==> src/rtl/e203_exu_dsp_bigadder_arb.sv <==
// Round-robin arbiter sharing the DSP big adder among NREQ sub-units, with a one-entry response buffer.
// Optional requester lock for multi-beat operations: define E203_DSP_BIGADDER_ARB_LOCK_EN.
`ifndef E203_DSP_BIGADDER_WIDTH
`define E203_DSP_BIGADDER_WIDTH 40
`endif

module e203_exu_dsp_bigadder_arb #(
    parameter int NREQ = 2,
    parameter int IDW  = 2,
    parameter int AW   = `E203_DSP_BIGADDER_WIDTH
) (
    input  logic                 clk,
    input  logic                 rst_n,
    input  logic [NREQ-1:0]      req_valid,
    output logic [NREQ-1:0]      req_ready,
    input  logic [NREQ*AW-1:0]   req_op1,
    input  logic [NREQ*AW-1:0]   req_op2,
`ifdef E203_DSP_BIGADDER_ARB_LOCK_EN
    input  logic [NREQ-1:0]      req_lock,
`endif
    output logic [AW-1:0]        adder_op1_o,
    output logic [AW-1:0]        adder_op2_o,
    input  logic [AW-1:0]        adder_res_i,
    output logic                 rsp_valid,
    input  logic                 rsp_ready,
    output logic [AW-1:0]        rsp_res,
    output logic [IDW-1:0]       rsp_id
);

    logic            buf_vld;
    logic [AW-1:0]   buf_res;
    logic [IDW-1:0]  buf_id;
    logic [IDW-1:0]  ptr;
    logic [IDW-1:0]  ptr_nxt;
    logic [IDW-1:0]  gnt_id;
    logic [NREQ-1:0] elig;
    logic [NREQ-1:0] gnt;
    logic            can_acc;
    logic            hs;
    logic            ptr_adv;

`ifdef E203_DSP_BIGADDER_ARB_LOCK_EN
    logic            lock_vld;
    logic [IDW-1:0]  lock_id;
    logic            gnt_lock;

    assign gnt_lock = |(gnt & req_lock);
`endif

    assign can_acc = ~buf_vld | rsp_ready;

    // While a lock is held only the lock owner stays eligible.
    always_comb begin
        elig = req_valid;
`ifdef E203_DSP_BIGADDER_ARB_LOCK_EN
        for (int unsigned i = 0; i < NREQ; i++) begin
            elig[i] = req_valid[i] & (~lock_vld | (lock_id == IDW'(i)));
        end
`endif
    end

    // Search order ptr, ptr+1, ... modulo NREQ; first eligible requester wins.
    always_comb begin
        gnt    = '0;
        gnt_id = '0;
        hs     = 1'b0;
        if (can_acc) begin
            for (int unsigned k = 0; k < NREQ; k++) begin
                for (int unsigned i = 0; i < NREQ; i++) begin
                    if (!hs && elig[i] && (((32'(ptr) + k) % NREQ) == i)) begin
                        gnt[i] = 1'b1;
                        gnt_id = IDW'(i);
                        hs     = 1'b1;
                    end
                end
            end
        end
    end

    assign req_ready = gnt;
    assign ptr_nxt   = IDW'((32'(gnt_id) + 32'd1) % NREQ);

    always_comb begin
        ptr_adv = 1'b1;
`ifdef E203_DSP_BIGADDER_ARB_LOCK_EN
        ptr_adv = ~(lock_vld & gnt_lock);
`endif
    end

    always_comb begin
        adder_op1_o = '0;
        adder_op2_o = '0;
        for (int unsigned i = 0; i < NREQ; i++) begin
            if (gnt[i]) begin
                adder_op1_o = adder_op1_o | req_op1[i*AW +: AW];
                adder_op2_o = adder_op2_o | req_op2[i*AW +: AW];
            end
        end
    end

    always_ff @(posedge clk or negedge rst_n) begin
        if (!rst_n) begin
            buf_vld <= 1'b0;
            buf_res <= '0;
            buf_id  <= '0;
            ptr     <= '0;
        end else if (hs) begin
            buf_vld <= 1'b1;
            buf_res <= adder_res_i;
            buf_id  <= gnt_id;
            if (ptr_adv) begin
                ptr <= ptr_nxt;
            end
        end else if (rsp_ready) begin
            buf_vld <= 1'b0;
        end
    end

`ifdef E203_DSP_BIGADDER_ARB_LOCK_EN
    always_ff @(posedge clk or negedge rst_n) begin
        if (!rst_n) begin
            lock_vld <= 1'b0;
            lock_id  <= '0;
        end else if (hs) begin
            lock_vld <= gnt_lock;
            if (gnt_lock) begin
                lock_id <= gnt_id;
            end
        end
    end
`endif

    assign rsp_valid = buf_vld;
    assign rsp_res   = buf_res;
    assign rsp_id    = buf_id;

endmodule

==> config.mk <==
export PLATFORM = sky130hd
export DESIGN_NAME = e203_exu_dsp_bigadder_arb
export DESIGN_NICKNAME = d
export VERILOG_FILES = /design/src/rtl/e203_exu_dsp_bigadder_arb.sv
export SDC_FILE = /design/constraint.sdc
export NUM_CORES = 1
export LEC_CHECK = 0
export BUFFER_PORTS_ARGS = -buffer_cell sky130_fd_sc_hd__buf_4
export CAP_MARGIN = 40
export CORE_AREA = 5 5 126 128
export DETAILED_ROUTE_END_ITERATION = 8
export DIE_AREA = 0 0 131 133
export SYNTH_ARGS = -nofsm -noshare
export SYNTH_HDL_FRONTEND = slang
export SYNTH_SLANG_ARGS = --single-unit
==> constraint.sdc <==
create_clock -name clk -period 1.54 [get_ports clk]
set_input_delay 0.154 -clock clk [delete_from_list [all_inputs] [get_ports clk]]
set_output_delay 0.154 -clock clk [all_outputs]
set_load 0.01 [all_outputs]
==> results.txt <==
----------------------------------------------------
[Run status]
  Status ... finished, violations left
  Violated checks ... negative setup slack

[Worst setup path]
  Classification of the worst setup path ... flip-flop to output pin
  FF-to-FF path depth ... 6
  CP Data Arrival Time ... 1.60 ns
  Crit Path Max Fanout ... 6
  Critical Path RT ... 1.39 ns
  Startpoint of the worst register-to-register path ... rsp_valid
  Kind of end point of the critical path ... output pin
  Crit path buffers/inverters ... 2
  Type of element launching the critical path ... flip-flop
  Slowest stage delay, CP ... 0.39 ns
  Worst-path cell chain ... nand2b_4 > and3_4 > clkbuf_16 > a22o_1 > buf_6
  Family of cells with the greatest summed delay on the critical path ... flip-flops
  Reg2Reg Setup Slack ... -0.03 ns
  Critical-path top delay cell ... sky130_fd_sc_hd__dfrtp_1
  Endpoint of the worst register-to-register path ... rsp_res[32]

[Global routing]
  Antenna violations before repair ... 2
  Via count of the first global-routing pass ... 3,286
  Aggregate global routing overflow ... 0
  Overall global routing resource usage ... 13.1%
  Pin count of the biggest net entering global routing ... 44
  First-pass GRT wire length ... 17,700 um

[Logic synthesis]
  Most frequent cells after synthesis ... sky130_fd_sc_hd__a22o_1, sky130_fd_sc_hd__dfrtp_1, sky130_fd_sc_hd__mux2_2
  Share of the synthesized area in compound gates (AO/OA/AOI/OAI) ... 28.6%
  Cell area after technology mapping ... 2500 um2
  Cells taking the most area after synthesis ... sky130_fd_sc_hd__dfrtp_1, sky130_fd_sc_hd__a22o_1, sky130_fd_sc_hd__mux2_2
  Average cell area after synthesis ... 12.6 um2
  Arithmetic-cell share of the synthesized area counting full adders, half adders and majority gates ... 0%
  Async SR Flop Fraction ... 100%
  Most instantiated flip-flop cell in the synthesis netlist ... sky130_fd_sc_hd__dfrtp_1
  Synthesis-stage register bit count ... 43
  Top-area cell type share of the netlist area ... 43.0%
  Xor/xnor cell area share of the yosys netlist ... 0%
  Cell accounting for the most synthesized area ... sky130_fd_sc_hd__dfrtp_1
  Synthesized Nets ... 404
  Post-synth EDFFs ... 0
  Yosys warning total ... 0
  Fraction of synthesized area in multiplexers ... 18.0%
  Cell with the most instances after synthesis ... sky130_fd_sc_hd__a22o_1
  Basic-gate share of the synthesized area counting and, or, nand and nor cells ... 2.40%
  Main combinational cell family by area after synthesis ... compound AO/OA/AOI/OAI gates
  Portion of the post-synthesis area used by sequential elements ... 43.0%
  Post-synth cell types ... 16
  Post-synthesis cell count ... 199

[CTS]
  Clk Latency, worst-skew pair ... 0.28 ns
  Buffer levels on the longest clock path ... 2
  Clock tree root driver cell ... sky130_fd_sc_hd__clkbuf_16
  Number of sinks on the clock net ... 43
  Clock tree from TritonCTS ... done
  Maximum level of the CTS H-tree ... 2
  Number of buffers inserted during clock tree synthesis ... 5
  Clock slew at the register clock pins of the worst setup and hold paths ... 0.06 ns

[Die]
  Top Ports ... 330
  Number of cell rows ... 45
  Die X ... 131 um
  Starting utilization of the core area ... 17.0%
  Standard cell core area ... 14,800 um2
  Die Footprint ... 17,400 um2
  Vertical die dimension ... 133 um

[Routing]
  Initial DRT Pass Iterations ... 6
  Avg WL per Cell ... 20.1 um
  Routed via count divided by cell count ... 4.48
  Violation count after the first detailed-routing iteration ... 65
  Total via count after detailed routing ... 3,322
  Total wire length ... 14,900 um
  DRC violations left ... 0
  Post-detailed-route count of antenna-violating nets ... 0

[Power]
  Total leakage power ... 0.00316 uW
  Internal power consumption ... 3370 uW
  Combinational share of power ... 46.9%
  Part of the power in registers ... 29.5%
  Power share of the clock group ... 23.6%
  Pwr/cell area ... 749 nW/um2
  Switching power ... 1310 uW
  Switching part of the total ... 28.0%
  Sum of internal, switching and leakage power ... 4680 uW
  Largest vdd supply drop ... 0.000758 V

[Timing]
  Fin worst setup slack ... -0.215 ns
  Relative max-transition margin ... 63.9%
  Clock Skew ... 0.00428 ns
  Actual slew at the worst max-slew pin ... 0.542 ns
  Max-slew violations ... 0
  Final number of hold-violating endpoints ... 0
  Setup violators final ... 98
  Part of the cycle the worst path needs ... 114%
  Highest Clock Rate ... 0.570 GHz
  Final period demand of the worst path ... 1.75 ns
  Setup repair after global routing missed its margin ... yes

[Place]
  Final GP Congestion ... 0.819
  Port-buffer cells ... 328
  Post-DP HPWL ... 9990 um
  Worst slack, placed ... 0.0249 ns

[Layout]
  Number of filler cells placed in the layout ... 1,369
  Total area of multi-input combinational cells ... 1350 um2
  Share of post-route cells with drive strength above 1 ... 76.4%
  Fraction of the core area covered by cells at the end of the flow ... 42.3%
  Final #Nets ... 755
  Area growth from synthesis to layout ... 149%
  Sequential cell area in the final layout ... 1080 um2

[Worst hold path]
  WHS Path Cells ... 2
  Sink of the worst hold path ... rsp_res[13]
  Startpoint of the lowest-slack hold path ... adder_res_i[13]
  Worst hold path class ... input pin to flip-flop

[Job]
  Maximum capacitance violations ... 0

----------------------------------------------------
how the worst max path moves through the flow:
stage / from / endpoint / slack (ns) / depth (start not counted)
global route: ptr[0] / adder_op2_o[5] / -0.27 / 5
CTS: rsp_valid / adder_op2_o[15] / -0.23 / 5
floorplan: rsp_valid / rsp_res[0] / 0.19 / 4
global placement: ptr[0] / adder_op2_o[21] / 0.006 / 5
finish: ptr[0] / adder_op1_o[4] / -0.21 / 5
detailed placement: ptr[0] / adder_op2_o[24] / 0.02 / 5
cells by family (layout without fill, tap and decap cells):
family | Yosys count | after routing
muxes | 40 | 40
other | 1 | 3
AOI/OAI and AO/OA | 82 | 82
buffers and inverters | 23 | 373
DFF | 43 | 43
and+or+nand+nor | 10 | 12
sequential cells by signal, summed over array words and instances (netlist names):
register   cells
rsp_id         1
ptr            1
rsp_valid      1
rsp_res       40
final cells by class:
type / instances / area share, %
clock buffers: 8 / 2.50
repair buffers: 365 / 54.8
multi-input cells: 135 / 21.7
diodes: 2 / 0.0801
flip-flops and latches: 43 / 17.2
well taps: 188 / 3.77
layout by cell type, fill, tap and decap left out, types with 2 or more instances in the layout:
| cell type | instances |
|---|---|
| sky130_fd_sc_hd__a22o_1 | 79 |
| sky130_fd_sc_hd__and3_4 | 4 |
| sky130_fd_sc_hd__buf_12 | 7 |
| sky130_fd_sc_hd__buf_16 | 4 |
| sky130_fd_sc_hd__buf_4 | 264 |
| sky130_fd_sc_hd__buf_6 | 74 |
| sky130_fd_sc_hd__buf_8 | 3 |
| sky130_fd_sc_hd__clkbuf_16 | 17 |
| sky130_fd_sc_hd__clkbuf_8 | 2 |
| sky130_fd_sc_hd__dfrtp_1 | 43 |
| sky130_fd_sc_hd__diode_2 | 2 |
| sky130_fd_sc_hd__mux2_2 | 23 |
| sky130_fd_sc_hd__mux2_4 | 17 |
| sky130_fd_sc_hd__nand2_1 | 2 |
| sky130_fd_sc_hd__nand2b_4 | 2 |
per-stage QoR:
stage	hold slack [ns]	TNS (ns)	instance area, um2	std cells
floorplan	-0.142	0	2500	199
global placement	0.180	0	5130	698
detailed placement	0.185	0	5130	698
CTS	0.0795	-14.85	5610	715
global route	0.0891	-21.61	6250	741
finish	0.0995	-14.62	6250	741
routing by layer:
layer	up-vias	wire [um]	GRT usage, %
met5	-	0	0
met4	0	489	6.69
met3	33	1510	4.12
met2	205	7860	24.0
met1	1581	5000	12.8
li1	1503	-	-
repair_timing:
action	4_1_cts	5_1_grt
cloned	4	21
setup endpoints to repair	82	119
hold endpoints to repair	43	0
resized for setup	47	55
buffers inserted	4	4
pin swaps	2	65
hold buffers	1	0
power by group through the flow:
stage	combinational [uW]	sequential [uW]	clock, uW
detailed placement	1740	1390	0
floorplan	617	1460	0
global placement	1720	1380	0
finish	2200	1380	1110
CTS	1890	1370	1160
global route	2320	1400	1200
Power figures use the tool's default switching activity.
